## src/rtl/fnd_scan_controller.sv

```systemverilog
// fnd_scan_controller: time-multiplexed 4-digit FND scan driver with dead-time blanking,
// leading-zero suppression and frame-synchronous display updates.
module fnd_scan_controller #(
    parameter int CLK_HZ         = 100_000_000,
    parameter int SCAN_HZ        = 4_000,
    parameter int DEAD_CYCLES    = 16,
    parameter bit SEG_ACTIVE_LOW = 1'b1
) (
    input  logic        i_clk,
    input  logic        i_reset_n,
    input  logic        i_en,
    input  logic [15:0] i_bcd,
    input  logic        i_load,
    input  logic [3:0]  i_dp,
    input  logic        i_lzBlank,
    output logic [1:0]  o_digitSelect,
    output logic        o_blank,
    output logic [7:0]  o_font,
    output logic        o_frame
);
    localparam int TICK_DIV = CLK_HZ / SCAN_HZ;
    localparam int PW = $clog2(TICK_DIV);
    localparam int DW = DEAD_CYCLES > 1 ? $clog2(DEAD_CYCLES) : 1;
    localparam logic [PW-1:0] LAST_TICK = PW'(TICK_DIV - 1);
    localparam logic [DW-1:0] DEAD_LOAD = DW'(DEAD_CYCLES - 1);
    localparam logic [7:0] FONT_OFF = SEG_ACTIVE_LOW ? 8'hFF : 8'h00;

    typedef enum logic [1:0] {IDLE, DEAD, SHOW} state_t;

    state_t        state_q, state_d;
    logic [1:0]    idx_q, idx_d;
    logic [PW-1:0] presc_q, presc_d;
    logic [DW-1:0] dead_q, dead_d;
    logic [15:0]   shadow_q, shadow_d, disp_q, disp_d;
    logic [3:0]    shadow_dp_q, shadow_dp_d, disp_dp_q, disp_dp_d;
    logic          blank_q, blank_d, frame_q, frame_d;
    logic [7:0]    font_q, font_d;
    logic [3:0]    digit;

    function automatic logic [6:0] seg7(input logic [3:0] d);
        case (d)
            4'd0:    seg7 = 7'h3F;
            4'd1:    seg7 = 7'h06;
            4'd2:    seg7 = 7'h5B;
            4'd3:    seg7 = 7'h4F;
            4'd4:    seg7 = 7'h66;
            4'd5:    seg7 = 7'h6D;
            4'd6:    seg7 = 7'h7D;
            4'd7:    seg7 = 7'h07;
            4'd8:    seg7 = 7'h7F;
            4'd9:    seg7 = 7'h6F;
            default: seg7 = 7'h40;
        endcase
    endfunction

    // A digit is suppressed only if it and every digit to its left are zero; d0 always shows.
    function automatic logic lz_hide(input logic [1:0] idx, input logic [15:0] bcd);
        logic z3, z2, z1;
        z3 = bcd[15:12] == 4'd0;
        z2 = z3 && bcd[11:8] == 4'd0;
        z1 = z2 && bcd[7:4] == 4'd0;
        return idx == 2'd3 ? z3 : idx == 2'd2 ? z2 : idx == 2'd1 ? z1 : 1'b0;
    endfunction

    always_comb begin
        shadow_d    = i_load ? i_bcd : shadow_q;
        shadow_dp_d = i_load ? i_dp : shadow_dp_q;
        disp_d      = disp_q;
        disp_dp_d   = disp_dp_q;
        state_d     = state_q;
        idx_d       = idx_q;
        presc_d     = presc_q + 1'b1;
        dead_d      = dead_q;
        frame_d     = 1'b0;
        if (!i_en) begin
            state_d = IDLE;
            idx_d   = 2'd0;
            presc_d = '0;
            dead_d  = '0;
        end else if (state_q == IDLE || presc_q == LAST_TICK) begin
            state_d = DEAD;
            idx_d   = state_q == IDLE ? 2'd0 : idx_q + 2'd1;
            presc_d = '0;
            dead_d  = DEAD_LOAD;
            frame_d = idx_d == 2'd0;
            // shadow_d already folds in a same-cycle load, so the newest digits win
            if (frame_d) begin
                disp_d    = shadow_d;
                disp_dp_d = shadow_dp_d;
            end
        end else if (state_q == DEAD) begin
            state_d = dead_q == '0 ? SHOW : DEAD;
            dead_d  = dead_q == '0 ? '0 : dead_q - 1'b1;
        end
        digit   = disp_d[{idx_d, 2'b00} +: 4];
        font_d  = !i_en ? FONT_OFF : {disp_dp_d[idx_d], seg7(digit)} ^ FONT_OFF;
        blank_d = state_d != SHOW || (i_lzBlank && lz_hide(idx_d, disp_d));
    end

    always_ff @(posedge i_clk or negedge i_reset_n) begin
        if (!i_reset_n) begin
            state_q     <= IDLE;
            idx_q       <= 2'd0;
            presc_q     <= '0;
            dead_q      <= '0;
            shadow_q    <= '0;
            shadow_dp_q <= '0;
            disp_q      <= '0;
            disp_dp_q   <= '0;
            blank_q     <= 1'b1;
            font_q      <= FONT_OFF;
            frame_q     <= 1'b0;
        end else begin
            state_q     <= state_d;
            idx_q       <= idx_d;
            presc_q     <= presc_d;
            dead_q      <= dead_d;
            shadow_q    <= shadow_d;
            shadow_dp_q <= shadow_dp_d;
            disp_q      <= disp_d;
            disp_dp_q   <= disp_dp_d;
            blank_q     <= blank_d;
            font_q      <= font_d;
            frame_q     <= frame_d;
        end
    end

    assign o_digitSelect = idx_q;
    assign o_blank       = blank_q;
    assign o_font        = font_q;
    assign o_frame       = frame_q;
endmodule

```

## config.mk

```make
export PLATFORM = sky130hd
export DESIGN_NAME = fnd_scan_controller
export DESIGN_NICKNAME = d
export VERILOG_FILES = /design/src/rtl/fnd_scan_controller.sv
export SDC_FILE = /design/constraint.sdc
export NUM_CORES = 1
export LEC_CHECK = 0
export CAP_MARGIN = 30
export CELL_PAD_IN_SITES_DETAIL_PLACEMENT = 0
export CELL_PAD_IN_SITES_GLOBAL_PLACEMENT = 1
export CORE_MARGIN = 2
export CORE_UTILIZATION = 45
export CTS_CLUSTER_SIZE = 40
export DETAILED_ROUTE_END_ITERATION = 12
export DONT_BUFFER_PORTS = 1
export HOLD_SLACK_MARGIN = 0.06
export PLACE_DENSITY_LB_ADDON = 0.08
export SLEW_MARGIN = 10
export SYNTH_ARGS = -nofsm -noshare
export SYNTH_HDL_FRONTEND = slang
export SYNTH_SLANG_ARGS = --single-unit
export TNS_END_PERCENT = 20
```

## constraint.sdc

```tcl
create_clock -name i_clk -period 3.1 [get_ports i_clk]
set_input_delay 0.62 -clock i_clk [delete_from_list [all_inputs] [get_ports i_clk]]
set_output_delay 0.62 -clock i_clk [all_outputs]
set_load 0.02 [all_outputs]
```

==> flow_summary.ini <==
[clocking]
post_cts_buffers = 0
clock-sinks = 73
numCtsBuffers = 9
cts_root_buf = clkbuf_8
h-tree-depth = 3
cts_buffer_depth = 2
cts_tree = built
clock_latency_ns = 0.35
clk_pin_slew_worst_paths_ns = 0.08

[placed_design]
io_buffers = 0
place_ws_ns = 0.1293
dpl_cell_area_um2 = 4050
hpwl_um = 6520
routabilityCongestion = 0.8714

[floorplanning]
start_util_pct = 46.43
die_w_um = 96.08
rows = 33
die-height_um = 96.08
die_area_um2 = 9230
core_area_um2 = 8217
ios = 37

[sta]
slew_headroom_pct = 62.52
period_needed_ns = 2.944
skew_ns = 0.007550
setup_tns_ns = 0
final-setup-viol-count = 0
tightest_slew_ns = 0.5611
finalHoldViolCount = 0
rsz0062_at_grt = yes
drv_slew = 0
setup_ws_ns = 0.1557
fmax_mhz = 339.6
min_period_over_period_pct = 94.98

[layout]
syn_to_final_growth_pct = 12.92
diodes = 0
utilization_pct = 52.43
drive_gt1_share_pct = 22.56
final_area_um2 = 4308
nNetsFinal = 416

[yosys]
synth-seq-area-share_pct = 48.18
avgSynthCellArea_um2 = 10.34
synth_nets = 400
synth.area.top_cells = dfrtp_1 (42%), mux2_2 (7.1%), dfstp_2 (6.2%)
synth_top_area_cell = dfrtp_1
synth_common_cells = dfrtp_1 (64), nor2_1 (43), mux2_2 (24), nand3_1 (19), a21oi_1 (18)
async_flop_share_pct = 100.0
ys.flop_type = dfrtp_1
synth-edff-count = 0
synthesis.area_um2 = 3815
syn-instance-count = 369
yosys_warnings = 0
ys_ff_latch = 73
synth_top_cell_area_share_pct = 41.98
yosysMostFrequentCell = dfrtp_1
synth.distinct_cells = 62

[power]
internal-power_mw = 1.753
swShare_pct = 29.70
p_per_area_nw_per_um2 = 578.7
combPwrFrac_pct = 18.4
ir_worst_vdd_uv = 265.1
pwr-share-seq_pct = 48.4
p_clk_share_pct = 33.2
p_sw_mw = 0.7403
p_leak_nw = 1.758

[route]
wl_met1_um = 4544
wl_met2_um = 4239
routed-wl-met3_um = 534
wl_per_cell_um = 19.02
via_count = 2945
routed_wl_um = 9417
via_per_inst = 5.949
top_layer_used = met4
first_pass_iters = 4
final_antenna_net_count = 0
drc = 0
drtIter0Drc = 230

[global_route]
grtUsageTotal_pct = 21.95
grt_max_degree = 65
antenna_found_initial = 0
grt_first_pass_wirelength_um = 15160
grt_pass1_vias = 2814
gr-total-overflow = 0

[setup_path]
endpoint_kind = flop
worstPathMaxFanout = 6
worst-setup-path-type = flop to flop
cp.required_ns = 3.37
startpoint_type = flop
critical_path_arrival_ns = 3.21

[outcome]
status = completed

[worst_hold_path]
hp-class = primary input to asynchronous set/reset pin

[run]
drv_cap = 0
[path summary, 6_finish.rpt]
path                                start  slack (ns)  cells past startpoint        endpoint
max in group asynchronous       i_reset_n        2.67                      1      presc_q[1]
setup reg to reg              presc_q[10]        0.16                     11       o_font[5]
min in group i_clk                   i_en        0.31                      1       o_font[4]
hold / removal                  i_reset_n        0.10                      0       o_font[7]
hold reg to reg            shadow_dp_q[2]        0.50                      1  shadow_dp_q[2]
setup / recovery              presc_q[10]        0.16                     11       o_font[5]
[sequential cells by signal, indices dropped and copies added, names as in the netlist]
name / flops
o_blank: 1
dead_q: 4
state_q: 2
o_font: 8
o_digitSelect: 2
shadow_dp_q: 4
disp_dp_q: 4
presc_q: 15
shadow_q: 16
o_frame: 1
disp_q: 16
[final cells by class]
type | instances | area (um^2)
clock buffer | 9 | 123.9
clock inverter | 7 | 93.84
fill | 767 | 3909
inverter | 13 | 48.80
multi-input combinational | 263 | 1863
sequential | 73 | 1839
tap | 105 | 131.4
timing repair buffer | 25 | 207.7
[metrics by stage]
stage	power [mW]	instances	hold WS [ns]
finish	2.493	495	0.1023
detailed placement	1.662	478	0.3267
floorplan	1.528	369	0.3244
global route	2.647	495	0.07071
global placement	1.657	478	0.3261
CTS	2.518	495	0.08636
[critical path: stages, from the launching register on]
cell	delay, ns
dfrtp_1	0.41
nor4b_4	0.31
and4_4	0.28
a21oi_4	0.06
inv_2	0.13
mux2_2	0.36
a21boi_0	0.13
o31a_1	0.33
a221o_1	0.31
ha_1	0.22
a211oi_1	0.21
o31ai_1	0.10
[per-layer routing]
layer | vias to the layer above | track usage [%]
li1 | 1389 | -
met1 | 1451 | 32.38
met2 | 97 | 32.75
met3 | 8 | 4.307
met4 | 0 | 6.071
met5 | - | 0
[placed cells by master, fill, tap and decap left out, types with 3 or more instances in the layout]
cell,n
inv_1,10
dfstp_2,9
nor4_1,6
a211oi_1,6
a21o_1,4
o31ai_1,4
nor2_1,43
a21oi_1,18
a31oi_1,6
o2111ai_1,4
dfrtp_1,63
buf_4,24
a32oi_1,3
o21ai_0,12
a21boi_0,4
nand3_1,19
ha_1,5
nand2_1,16
mux2i_1,12
nand4_1,10
and3_1,7
xor2_1,9
o21ai_1,4
or3_1,3
mux2_2,24
clkbuf_8,9
nor3_1,3
[logic make-up after synthesis]
family	count (synthesis)	synth area share, %
buffers and inverters	33	3.772
xor gates and xnor gates	11	2.526
muxes	36	10.23
and+or+nand+nor	124	17.38
AOI/OAI and AO/OA	85	15.68
adders and majority gates	7	2.230
DFF	73	48.18
[power by group through the flow]
stage / combinational [mW] / clock, mW / sequential [mW]
2_1_floorplan: 0.336 / 0 / 1.19
5_1_grt: 0.513 / 0.911 / 1.22
3_5_place_dp: 0.439 / 0 / 1.22
4_1_cts: 0.463 / 0.849 / 1.21
6_report: 0.460 / 0.827 / 1.21
3_3_place_gp: 0.434 / 0 / 1.22
[what timing repair did]
| item | in CTS | in global routing |
|---|---|---|
| resized for setup | 0 | 5 |
| hold buffers | 1 | 0 |
| setup endpoints to repair | 0 | 3 |
| hold endpoints to repair | 64 | 0 |
No activity file was read; power rests on OpenSTA's default activity.
